**src/rtl/joystick_pkg.sv**
```systemverilog
// Shared types and default thresholds for the joystick stepper.
package joystick_pkg;

    typedef enum logic [1:0] {
        ARM     = 2'd0,
        CENTER  = 2'd1,
        UP_HELD = 2'd2,
        DN_HELD = 2'd3
    } axis_state_e;

    typedef enum logic [1:0] {
        Z_DN  = 2'd0,
        Z_MID = 2'd1,
        Z_UP  = 2'd2
    } zone_e;

    localparam int DEF_HI_TH = 'h800;
    localparam int DEF_LO_TH = 'h300;
    localparam int DEF_HYST  = 'h040;

endpackage

```
**src/rtl/joystick_stepper_if.sv**
```systemverilog
// Sample-in / value-out bundle between the ADC front end and the stepper.
interface joystick_stepper_if #(
    parameter int NCH   = 2,
    parameter int ADC_W = 12,
    parameter int VAL_W = 4
);
    logic                   adc_valid;
    logic [NCH*ADC_W-1:0]   adc_data;
    logic [NCH*VAL_W-1:0]   val;
    logic [NCH-1:0]         step_up;
    logic [NCH-1:0]         step_dn;

    modport master (output adc_valid, adc_data, input val, step_up, step_dn);
    modport slave  (input adc_valid, adc_data, output val, step_up, step_dn);
endinterface

```
**src/rtl/joystick_axis.sv**
```systemverilog
// One joystick axis: zone classification, hold FSM, value counter and,
// when JOYSTICK_STEPPER_AUTO_REPEAT_EN is defined, a held-sample repeat counter.
//
//   state   | meaning
//   --------+---------------------------------------------------------
//   ARM     | after reset; waits for a centred sample, never steps
//   CENTER  | stick centred; a deflection steps once and enters a hold
//   UP_HELD | stepped up; waits for centre (with hysteresis) or reversal
//   DN_HELD | stepped down; mirror of UP_HELD
module joystick_axis
    import joystick_pkg::*;
#(
    parameter int ADC_W   = 12,
    parameter int VAL_W   = 4,
    parameter int VAL_MAX = 15,
    parameter int HI_TH   = DEF_HI_TH,
    parameter int LO_TH   = DEF_LO_TH,
    parameter int HYST    = DEF_HYST,
    parameter int SAT     = 0,
    parameter int RPT_DLY = 8,
    parameter int RPT_PER = 4
) (
    input  logic             clk,
    input  logic             reset_n,
    input  logic             adc_valid,
    input  logic [ADC_W-1:0] sample,
    output logic [VAL_W-1:0] val,
    output logic             step_up,
    output logic             step_dn
);

    // Reject parameter sets the counters cannot honour.
    if (VAL_MAX > (2**VAL_W - 1) || RPT_DLY < 2 || RPT_PER < 1) begin : g_bad_params
        $error("joystick_axis: illegal VAL_MAX/RPT_DLY/RPT_PER");
    end

    localparam logic [ADC_W-1:0] HI_T  = ADC_W'(HI_TH);
    localparam logic [ADC_W-1:0] LO_T  = ADC_W'(LO_TH);
    localparam logic [ADC_W-1:0] CEN_L = ADC_W'(LO_TH + HYST);
    localparam logic [ADC_W-1:0] CEN_H = ADC_W'(HI_TH - HYST);
    localparam logic [VAL_W-1:0] MAXV  = VAL_W'(VAL_MAX);

    axis_state_e      state;
    zone_e            zone;
    logic             centre;
    logic             at_max;
    logic             at_min;
    logic             can_inc;
    logic             can_dec;
    logic [VAL_W-1:0] inc_val;
    logic [VAL_W-1:0] dec_val;

`ifdef JOYSTICK_STEPPER_AUTO_REPEAT_EN
    localparam int RPT_MAX = (RPT_DLY > RPT_PER) ? RPT_DLY : RPT_PER;
    localparam int RPT_W   = $clog2(RPT_MAX + 1);
    // Loaded on entry to a hold: the entry sample already counts as held sample 1.
    localparam logic [RPT_W-1:0] RPT_FIRST  = RPT_W'(RPT_DLY - 1);
    localparam logic [RPT_W-1:0] RPT_RELOAD = RPT_W'(RPT_PER);
    logic [RPT_W-1:0] rpt_cnt;
`endif

    // Classify the sample and precompute the wrapped/clamped neighbours of val.
    always_comb begin
        zone = Z_MID;
        if (sample > HI_T)
            zone = Z_UP;
        else if (sample <= LO_T)
            zone = Z_DN;
        centre  = (sample > CEN_L) && (sample <= CEN_H);
        at_max  = (val == MAXV);
        at_min  = (val == '0);
        can_inc = !((SAT != 0) && at_max);
        can_dec = !((SAT != 0) && at_min);
        inc_val = at_max ? ((SAT != 0) ? val : '0) : val + 1'b1;
        dec_val = at_min ? ((SAT != 0) ? val : MAXV) : val - 1'b1;
    end

    // Axis FSM with registered value and one-cycle step pulses.
    always_ff @(posedge clk) begin
        if (!reset_n) begin
            state   <= ARM;
            val     <= '0;
            step_up <= 1'b0;
            step_dn <= 1'b0;
`ifdef JOYSTICK_STEPPER_AUTO_REPEAT_EN
            rpt_cnt <= '0;
`endif
        end else begin
            step_up <= 1'b0;
            step_dn <= 1'b0;
            if (adc_valid) begin
                case (state)
                    ARM: begin
                        if (centre)
                            state <= CENTER;
                    end
                    CENTER: begin
                        if (zone == Z_UP) begin
                            state   <= UP_HELD;
                            val     <= inc_val;
                            step_up <= can_inc;
`ifdef JOYSTICK_STEPPER_AUTO_REPEAT_EN
                            rpt_cnt <= RPT_FIRST;
`endif
                        end else if (zone == Z_DN) begin
                            state   <= DN_HELD;
                            val     <= dec_val;
                            step_dn <= can_dec;
`ifdef JOYSTICK_STEPPER_AUTO_REPEAT_EN
                            rpt_cnt <= RPT_FIRST;
`endif
                        end
                    end
                    UP_HELD: begin
                        if (centre) begin
                            state <= CENTER;
`ifdef JOYSTICK_STEPPER_AUTO_REPEAT_EN
                            rpt_cnt <= '0;
`endif
                        end else if (zone == Z_DN) begin
                            state   <= DN_HELD;
                            val     <= dec_val;
                            step_dn <= can_dec;
`ifdef JOYSTICK_STEPPER_AUTO_REPEAT_EN
                            rpt_cnt <= RPT_FIRST;
                        end else if (zone == Z_UP) begin
                            if (rpt_cnt == RPT_W'(1)) begin
                                val     <= inc_val;
                                step_up <= can_inc;
                                rpt_cnt <= RPT_RELOAD;
                            end else begin
                                rpt_cnt <= rpt_cnt - 1'b1;
                            end
`endif
                        end
                    end
                    DN_HELD: begin
                        if (centre) begin
                            state <= CENTER;
`ifdef JOYSTICK_STEPPER_AUTO_REPEAT_EN
                            rpt_cnt <= '0;
`endif
                        end else if (zone == Z_UP) begin
                            state   <= UP_HELD;
                            val     <= inc_val;
                            step_up <= can_inc;
`ifdef JOYSTICK_STEPPER_AUTO_REPEAT_EN
                            rpt_cnt <= RPT_FIRST;
                        end else if (zone == Z_DN) begin
                            if (rpt_cnt == RPT_W'(1)) begin
                                val     <= dec_val;
                                step_dn <= can_dec;
                                rpt_cnt <= RPT_RELOAD;
                            end else begin
                                rpt_cnt <= rpt_cnt - 1'b1;
                            end
`endif
                        end
                    end
                    default: state <= ARM;
                endcase
            end
        end
    end

endmodule

```
**src/rtl/joystick_stepper.sv**
```systemverilog
// Multi-channel joystick stepper: NCH independent axes, each stepping a
// VAL_W-bit value from its own ADC channel. Optional auto-repeat is enabled
// by defining JOYSTICK_STEPPER_AUTO_REPEAT_EN.
module joystick_stepper
    import joystick_pkg::*;
#(
    parameter int NCH     = 2,
    parameter int ADC_W   = 12,
    parameter int VAL_W   = 4,
    parameter int VAL_MAX = 15,
    parameter int HI_TH   = DEF_HI_TH,
    parameter int LO_TH   = DEF_LO_TH,
    parameter int HYST    = DEF_HYST,
    parameter int SAT     = 0,
    parameter int RPT_DLY = 8,
    parameter int RPT_PER = 4
) (
    input  logic               clk,
    input  logic               reset_n,
    joystick_stepper_if.slave  bus
);

    // One axis instance per channel; channels share only clock, reset and strobe.
    for (genvar i = 0; i < NCH; i++) begin : g_axis
        joystick_axis #(
            .ADC_W   (ADC_W),
            .VAL_W   (VAL_W),
            .VAL_MAX (VAL_MAX),
            .HI_TH   (HI_TH),
            .LO_TH   (LO_TH),
            .HYST    (HYST),
            .SAT     (SAT),
            .RPT_DLY (RPT_DLY),
            .RPT_PER (RPT_PER)
        ) u_axis (
            .clk       (clk),
            .reset_n   (reset_n),
            .adc_valid (bus.adc_valid),
            .sample    (bus.adc_data[i*ADC_W +: ADC_W]),
            .val       (bus.val[i*VAL_W +: VAL_W]),
            .step_up   (bus.step_up[i]),
            .step_dn   (bus.step_dn[i])
        );
    end

endmodule

```
**src/flat_wrapper.sv**
```systemverilog
// flat-port wrapper written by rule: the top's interface ports become plain ports
module joystick_stepper_flat import joystick_pkg::*;
#(
    parameter int NCH     = 2,
    parameter int ADC_W   = 12,
    parameter int VAL_W   = 4,
    parameter int VAL_MAX = 15,
    parameter int HI_TH   = DEF_HI_TH,
    parameter int LO_TH   = DEF_LO_TH,
    parameter int HYST    = DEF_HYST,
    parameter int SAT     = 0,
    parameter int RPT_DLY = 8,
    parameter int RPT_PER = 4
)
  (clk, reset_n, bus_adc_valid, bus_adc_data, bus_val, bus_step_up, bus_step_dn);
  joystick_stepper_if #(.NCH(NCH), .ADC_W(ADC_W), .VAL_W(VAL_W)) bus_i ();
  input  logic clk;
  input  logic reset_n;
  input wire logic [$bits(bus_i.adc_valid)-1:0] bus_adc_valid;
  input wire logic [$bits(bus_i.adc_data)-1:0] bus_adc_data;
  output wire logic [$bits(bus_i.val)-1:0] bus_val;
  output wire logic [$bits(bus_i.step_up)-1:0] bus_step_up;
  output wire logic [$bits(bus_i.step_dn)-1:0] bus_step_dn;
  assign bus_i.adc_valid = bus_adc_valid;
  assign bus_i.adc_data = bus_adc_data;
  assign bus_val = bus_i.val;
  assign bus_step_up = bus_i.step_up;
  assign bus_step_dn = bus_i.step_dn;
  joystick_stepper #(.NCH(NCH), .ADC_W(ADC_W), .VAL_W(VAL_W), .VAL_MAX(VAL_MAX), .HI_TH(HI_TH), .LO_TH(LO_TH), .HYST(HYST), .SAT(SAT), .RPT_DLY(RPT_DLY), .RPT_PER(RPT_PER)) u_core (.clk(clk), .reset_n(reset_n), .bus(bus_i));
endmodule
```
**config.mk**
```make
export PLATFORM = sky130hd
export DESIGN_NAME = joystick_stepper_flat
export DESIGN_NICKNAME = d
export VERILOG_FILES = /design/src/rtl/joystick_pkg.sv /design/src/rtl/joystick_stepper_if.sv /design/src/rtl/joystick_axis.sv /design/src/rtl/joystick_stepper.sv /design/src/flat_wrapper.sv
export SDC_FILE = /design/constraint.sdc
export NUM_CORES = 1
export LEC_CHECK = 0
export CAP_MARGIN = 20
export CORE_MARGIN = 5
export CORE_UTILIZATION = 50
export CTS_CLUSTER_DIAMETER = 150
export DETAILED_ROUTE_END_ITERATION = 6
export PLACE_DENSITY = 0.76
export SYNTH_ARGS = -nofsm -noshare
export SYNTH_HDL_FRONTEND = slang
export SYNTH_HIERARCHICAL = 1
export SYNTH_SLANG_ARGS = --single-unit
```
**constraint.sdc**
```tcl
create_clock -name clk -period 2.3 [get_ports clk]
set_input_delay 0.46 -clock clk [delete_from_list [all_inputs] [get_ports clk]]
set_output_delay 0.46 -clock clk [all_outputs]
set_load 0.03 [all_outputs]
```
==> results of run 1 <==
-- cell type report --
cell class              count  area [sq um]
clock buffers               4          36.3
inverters                  22          82.6
fillers                   276           866
multi-input cells         182          1380
repair buffers             74           651
well taps                  46          57.6
flip-flops and latches     16           320
-- routing by layer --
metal,vias up,part of all wire (%)
li1,1041,-
met1,945,48
met2,69,44
met3,4,7.2
met4,0,0.38
met5,-,0
-- cells by family (layout without fill, tap and decap cells) --
kind of cell	after synthesis	in the layout
buffers and inverters	24	100
and+or+nand+nor	69	69
AOI/OAI and AO/OA	96	96
DFF	16	16
adders and majority gates	16	16
muxes	1	1
-- power by group through the flow --
stage                     Combinational, mW  Sequential [mW]  Clock, mW
final                                 0.380            0.313      0.187
after global routing                  0.417            0.317      0.210
after CTS                             0.376            0.313      0.194
after detailed placement              0.374            0.320          0
after global placement                0.368            0.320          0
after floorplan                       0.190            0.334          0
-- critical path: stages --
cell and delay (ns):
clkdlybuf4s50_1 0.46, or4_4 0.60, o31ai_4 0.34, a21oi_1 0.12
o32ai_1 0.29, mux2i_1 0.12
-- flip-flops by register name, indices dropped and copies added, names as in the netlist --
register	cells
u_core/g_axis.u_axis/state	4
u_core/g_axis.u_axis/step_dn	2
u_core/g_axis.u_axis/val	8
u_core/g_axis.u_axis/step_up	2
-- final timing paths --
check                                                       from                             end  slack, ns  cells past startpoint
worst max register to register  u_core/g_axis[1].u_axis/state[1]  u_core/g_axis[1].u_axis/val[0]       0.35                      6
worst min-delay path              u_core/g_axis[0].u_axis/val[2]  u_core/g_axis[0].u_axis/val[2]       0.55                      2
worst max-delay path                            bus_adc_data[12]  u_core/g_axis[1].u_axis/val[2]       0.11                      6
worst min register to register    u_core/g_axis[0].u_axis/val[2]  u_core/g_axis[0].u_axis/val[2]       0.55                      2
-- metrics by stage --
step | power [mW] | util (%)
finish | 0.880 | 74.5
global route | 0.944 | 74.5
CTS | 0.883 | 74.3
detailed placement | 0.694 | 73.2
global placement | 0.688 | 73.2
floorplan | 0.524 | -
-- cells in the mapped netlist, drive strengths merged, types with 3 or more instances --
cell type  count
inv           22
a21oi         21
dfxtp         16
ha            16
nand2         14
o21ai         14
a211oi        10
nor2          10
nor4           9
a32oi          8
nand3          7
nor3           6
o41ai          6
a21o           5
or4            5
a2111o         3
a32o           3
nand4          3
nor2b          3
o31ai          3
o32ai          3
==> key figures, run 1 <==
Layout
  • Nets: 342
  • Post-route insts no fill: 344
  • Fin area: 2520 sq um
  • Layout cells sized above 1: between 20% and 30%
  • Most common cell after layout, fill and taps aside: clkdlybuf4s50_1
  • Antenna diodes: 0
  • Most frequent cells in the layout: 38 x clkdlybuf4s50_1, 36 x buf_4, 22 x inv_1
  • Syn-to-layout area delta: 41.7%

CTS
  • Clock root buffer: clkbuf_4
  • CTS Hold Buffers Added: 0
  • Sink Count: 16
  • CTS tree: done
  • Number of post-CTS setup repair buffers: 0
  • Post-CTS resize count: 0
  • Reg clk slew, reported paths: 0.09 ns
  • Latest clock arrival within the worst-skew pair: around 0.3 ns
  • CTS H-tree depth: 1
  • Bufs on Longest Clock Path: 2
  • Num CTS Buffers: 3

GRT
  • Routing usage on met2: 32.0%
  • Largest net degree at the start of global routing: 11
  • Busiest grt layer: met2
  • Vias in the first global route: 1945
  • Initial antenna violation count: 0
  • First-pass GRT wire length: 8.63 mm
  • Total track usage: 20.7%
  • M1 GR Usage: approximately 30%
  • GR Layer Usage met3: 4.35%
  • Gr ovfl total: 0

Power
  • VDD IR max: 0.000265 V
  • Internal power: 576 uW
  • Sw Share: 34.5%
  • Switch Pwr: 304 uW
  • Cell leakage power: 0.969 nW
  • PwrDens: approximately 350 nW/um^2
  • Clock network fraction of design power: 21.3%
  • Reg power frac: between 30% and 40%
  • Combinational power share: 43.1%

Logic synthesis
  • Post-synthesis simple-gate area fraction: 23.0%
  • Cell accounting for the most synthesized area: dfxtp_1
  • Synth Warn #: 6
  • Post-Synthesis Cell Area: around 1800 sq um
  • Post-synth top area share: roughly 18%
  • Xor/xnor share of the synthesized area: 0%
  • Synth Area in Compound Gates: 42.2%
  • Syn_nets: between 200 and 300
  • Seq/Total Area, Yosys: 18.0%
  • Synth Area in Adders: ~11%
  • Mux share of post-synthesis cell area: 0.562%
  • Yosys cell types: 52
  • Area contributors post-synth: dfxtp_1 18%, ha_1 11%, a21oi_1 5.1%, inv_1 4.6%, a211oi_1 4.2%
  • Largest family of logic cells by synthesized area: compound AO/OA/AOI/OAI gates
  • Top_reg_cell synth: dfxtp_1
  • EDFF count, synth: 0
  • Seq cells post-synth: 16
  • Post-Synthesis Cells: 222
  • Fraction of registers with async set/reset: 0%
  • Syn_area_per_cell: about 8 sq um

Die
  • Die Y: around 70 microns
  • Starting Density: roughly 53%
  • CORE AREA: approximately 3400 sq um
  • Top-level port count: 39
  • Rows: 21
  • Die X: 69.7 microns
  • Die footprint: 4850 sq um

Placed design
  • Post-detail-place hpwl: 4.00 mm
  • Placed Cells: 340
  • Dpl cell area: 2480 sq um
  • RePlAce Congestion: slightly below 0.9
  • # port buffers: 38
  • Pre-CTS setup slack: -0.198 ns

Timing
  • Setup TNS: 0 ns
  • Count of final setup violators: 0
  • Worst Slack Setup Final: 0.112 ns
  • Max Clock Skew: 0.00551 ns
  • Endpoints failing hold: 0
  • Period Utilization, post-route: 95.1%
  • F_max: 0.457 GHz
  • Worst hold-check slack: 0.550 ns
  • Max transition margin: 70.9%
  • Fin. max-slew vios: 0
  • RSZ-0062 raised after global routing: false
  • Crit path time final: approximately 2.2 ns
  • Slew @ Worst Pin: between 0.4 and 0.5 ns

Critical path
  • WS Path Type: input port to register
  • CP startpoint kind: input port
  • Biggest fanout along the worst timing path: 4
  • Setup crit end kind: register
  • Worst EP arrival: 2.37 ns
  • CP required: between 2 and 2.5 ns

Drt
  • DRC viols: 0
  • Drt wl/cell: 14.4 microns
  • Router iterations before antenna repair: 5
  • DRT iter0 DRCs: 147
  • Vias: between 2000 and 2500
  • Detailed Route WL: 4.96 mm
  • Vias per cell: 5.99
  • Routed Antenna Nets: 0

Run status
  • Run status: finished, final reports clean

Job
  • Max-cap viol count: 0

Min path
  • Worst min path class: register to register
(Power assumes the default switching activity.)
==> run 2, diff against run 1 <==
Settings changed: CAP_MARGIN 20 to default, CORE_UTILIZATION 50 to 51, PLACE_DENSITY 0.76 to 0.77.
==> key figures, run 2 (synthesized netlist as in run 1, its figures left out) <==
Run status
  • Run status: finished, final reports clean

Layout
  • Most frequent cells in the layout: 38 x clkdlybuf4s50_1, 32 x buf_4, 22 x inv_1
  • Largest Register: u_core/g_axis.u_axis/val
  • Syn-to-layout area delta: 39.3%
  • Sequential cell area: 320 sq um
  • Antenna diodes: 0
  • Final Util: 73.7%
  • Layout cells sized above 1: 18.8%
  • Regs by FF count: u_core/g_axis.u_axis/val: 8 flops, u_core/g_axis.u_axis/state: 4 flops
  • Nets: approximately 340
  • Most common cell after layout, fill and taps aside: clkdlybuf4s50_1
  • Multi-input gate area: around 1400 sq um
  • Max reg flops: 8
  • Fillers: around 290

Placed design
  • # port buffers: 38
  • Pre-CTS setup slack: -0.200 ns
  • Post-detail-place hpwl: roughly 4.1 mm
  • RePlAce Congestion: 0.868

Power
  • PwrDens: around 340 nW/um^2
  • VDD IR max: 0.000313 V
  • Cell leakage power: 0.940 nW

Critical path
  • Setup crit end kind: register
  • Worst EP arrival: 2.38 ns
  • CP startpoint kind: input port
  • WS Path Type: input port to register
  • CP required: approximately 2.5 ns
  • Worst r2r path cells: 6
  • R2r setup slk: around 0.38 ns
  • Biggest fanout along the worst timing path: 7

Drt
  • Met2 WL: 2.25 mm
  • Detailed Route WL: 4.99 mm
  • Drt wl/cell: between 10 and 15 microns
  • Vias per cell: 6.04
  • Wire length on met3: 304 microns
  • WL met1: 2.42 mm
  • DRT iter0 DRCs: 266
  • Max Used Layer: met4
  • Vias: 2048
  • Routed Antenna Nets: 0
  • Router iterations before antenna repair: 4
  • DRC viols: 0

CTS
  • Clock root buffer: clkbuf_4
  • Sink Count: 16
  • Num CTS Buffers: 3
  • CTS H-tree depth: 1
  • Latest clock arrival within the worst-skew pair: 0.28 ns
  • CTS tree: done
  • Bufs on Longest Clock Path: 2
  • Number of post-CTS setup repair buffers: 0
  • Reg clk slew, reported paths: 0.09 ns

Job
  • Max-cap viol count: 0

Timing
  • RSZ-0062 raised after global routing: false
  • Crit path time final: ~2.2 ns
  • Fin. max-slew vios: 0
  • Worst hold-check slack: ~0.57 ns
  • Period Utilization, post-route: a little over nine tenths
  • Endpoints failing hold: 0
  • Max Clock Skew: 0.00321 ns
  • Count of final setup violators: 0
  • Worst Slack Setup Final: 0.102 ns
  • Slew @ Worst Pin: 0.402 ns
  • F_max: 0.455 GHz
  • Setup TNS: 0 ns
  • Max transition margin: 73.0%

GRT
  • Vias in the first global route: 1928
  • Gr ovfl total: 0
  • Total track usage: 20.7%
  • Initial antenna violation count: 0
  • Largest net degree at the start of global routing: 11
  • First-pass GRT wire length: 8.67 mm

Die
  • Die footprint: 4770 sq um
  • Rows: 21
  • CORE AREA: approximately 3400 sq um
  • Starting Density: between 50% and 60%
  • Top-level port count: 39
  • Die Y: 69.1 microns
  • Die X: a little under 70 microns

Min path
  • Worst min path class: register to register
  • Hold-critical path depth: 2
[run 2: worst paths after layout]
check	start	end
worst min-delay path	u_core/g_axis[0].u_axis/val[2]	u_core/g_axis[0].u_axis/val[2]
worst max register to register	u_core/g_axis[0].u_axis/state[0]	u_core/g_axis[0].u_axis/val[0]
worst max-delay path	bus_adc_data[0]	u_core/g_axis[0].u_axis/val[0]
worst min register to register	u_core/g_axis[0].u_axis/val[2]	u_core/g_axis[0].u_axis/val[2]
[run 2: final cells by class]
type                       count  area share (%)
clock buffer                   3           0.908
inverter                      22            3.33
multi-input combinational    182            55.5
sequential                    16            12.9
tap                           46            2.32
timing repair buffer          70            25.0
[run 2: through the flow]
stage / total power, mW / std cells / instance area [sq um]
floorplan: 0.524 / 222 / 1780
global placement: 0.687 / 336 / 2450
detailed placement: 0.694 / 336 / 2450
CTS: 0.838 / 339 / 2470
global route: 0.891 / 339 / 2480
finish: 0.838 / 339 / 2480
[run 2: report_power, final]
part	switching (mW)	internal [mW]	total (mW)	leakage, nW
Sequential	0.0221	0.292	0.314	0.130
Combinational	0.193	0.186	0.379	0.797
Clock	0.0840	0.0607	0.145	0.0138
[run 2: what timing repair did]
| item | in CTS | in global routing |
|---|---|---|
| setup endpoints to repair | 0 | 4 |
| gates resized for setup | 0 | 1 |
| hold buffers | 0 | 0 |
[run 2: worst max-delay path, cell delays in order]
cell	delay, ns
clkdlybuf4s50_1	0.42
or4_4	0.57
o31ai_4	0.24
buf_4	0.19
o21ai_2	0.07
a32o_1	0.20
a41o_1	0.22
[run 2: metal layers]
layer | track usage (%) | vias to the layer above
met5 | 0 | -
met1 | 29.5 | 946
met4 | 2.60 | 0
met3 | 2.76 | 2
met2 | 34.1 | 61
li1 | - | 1039
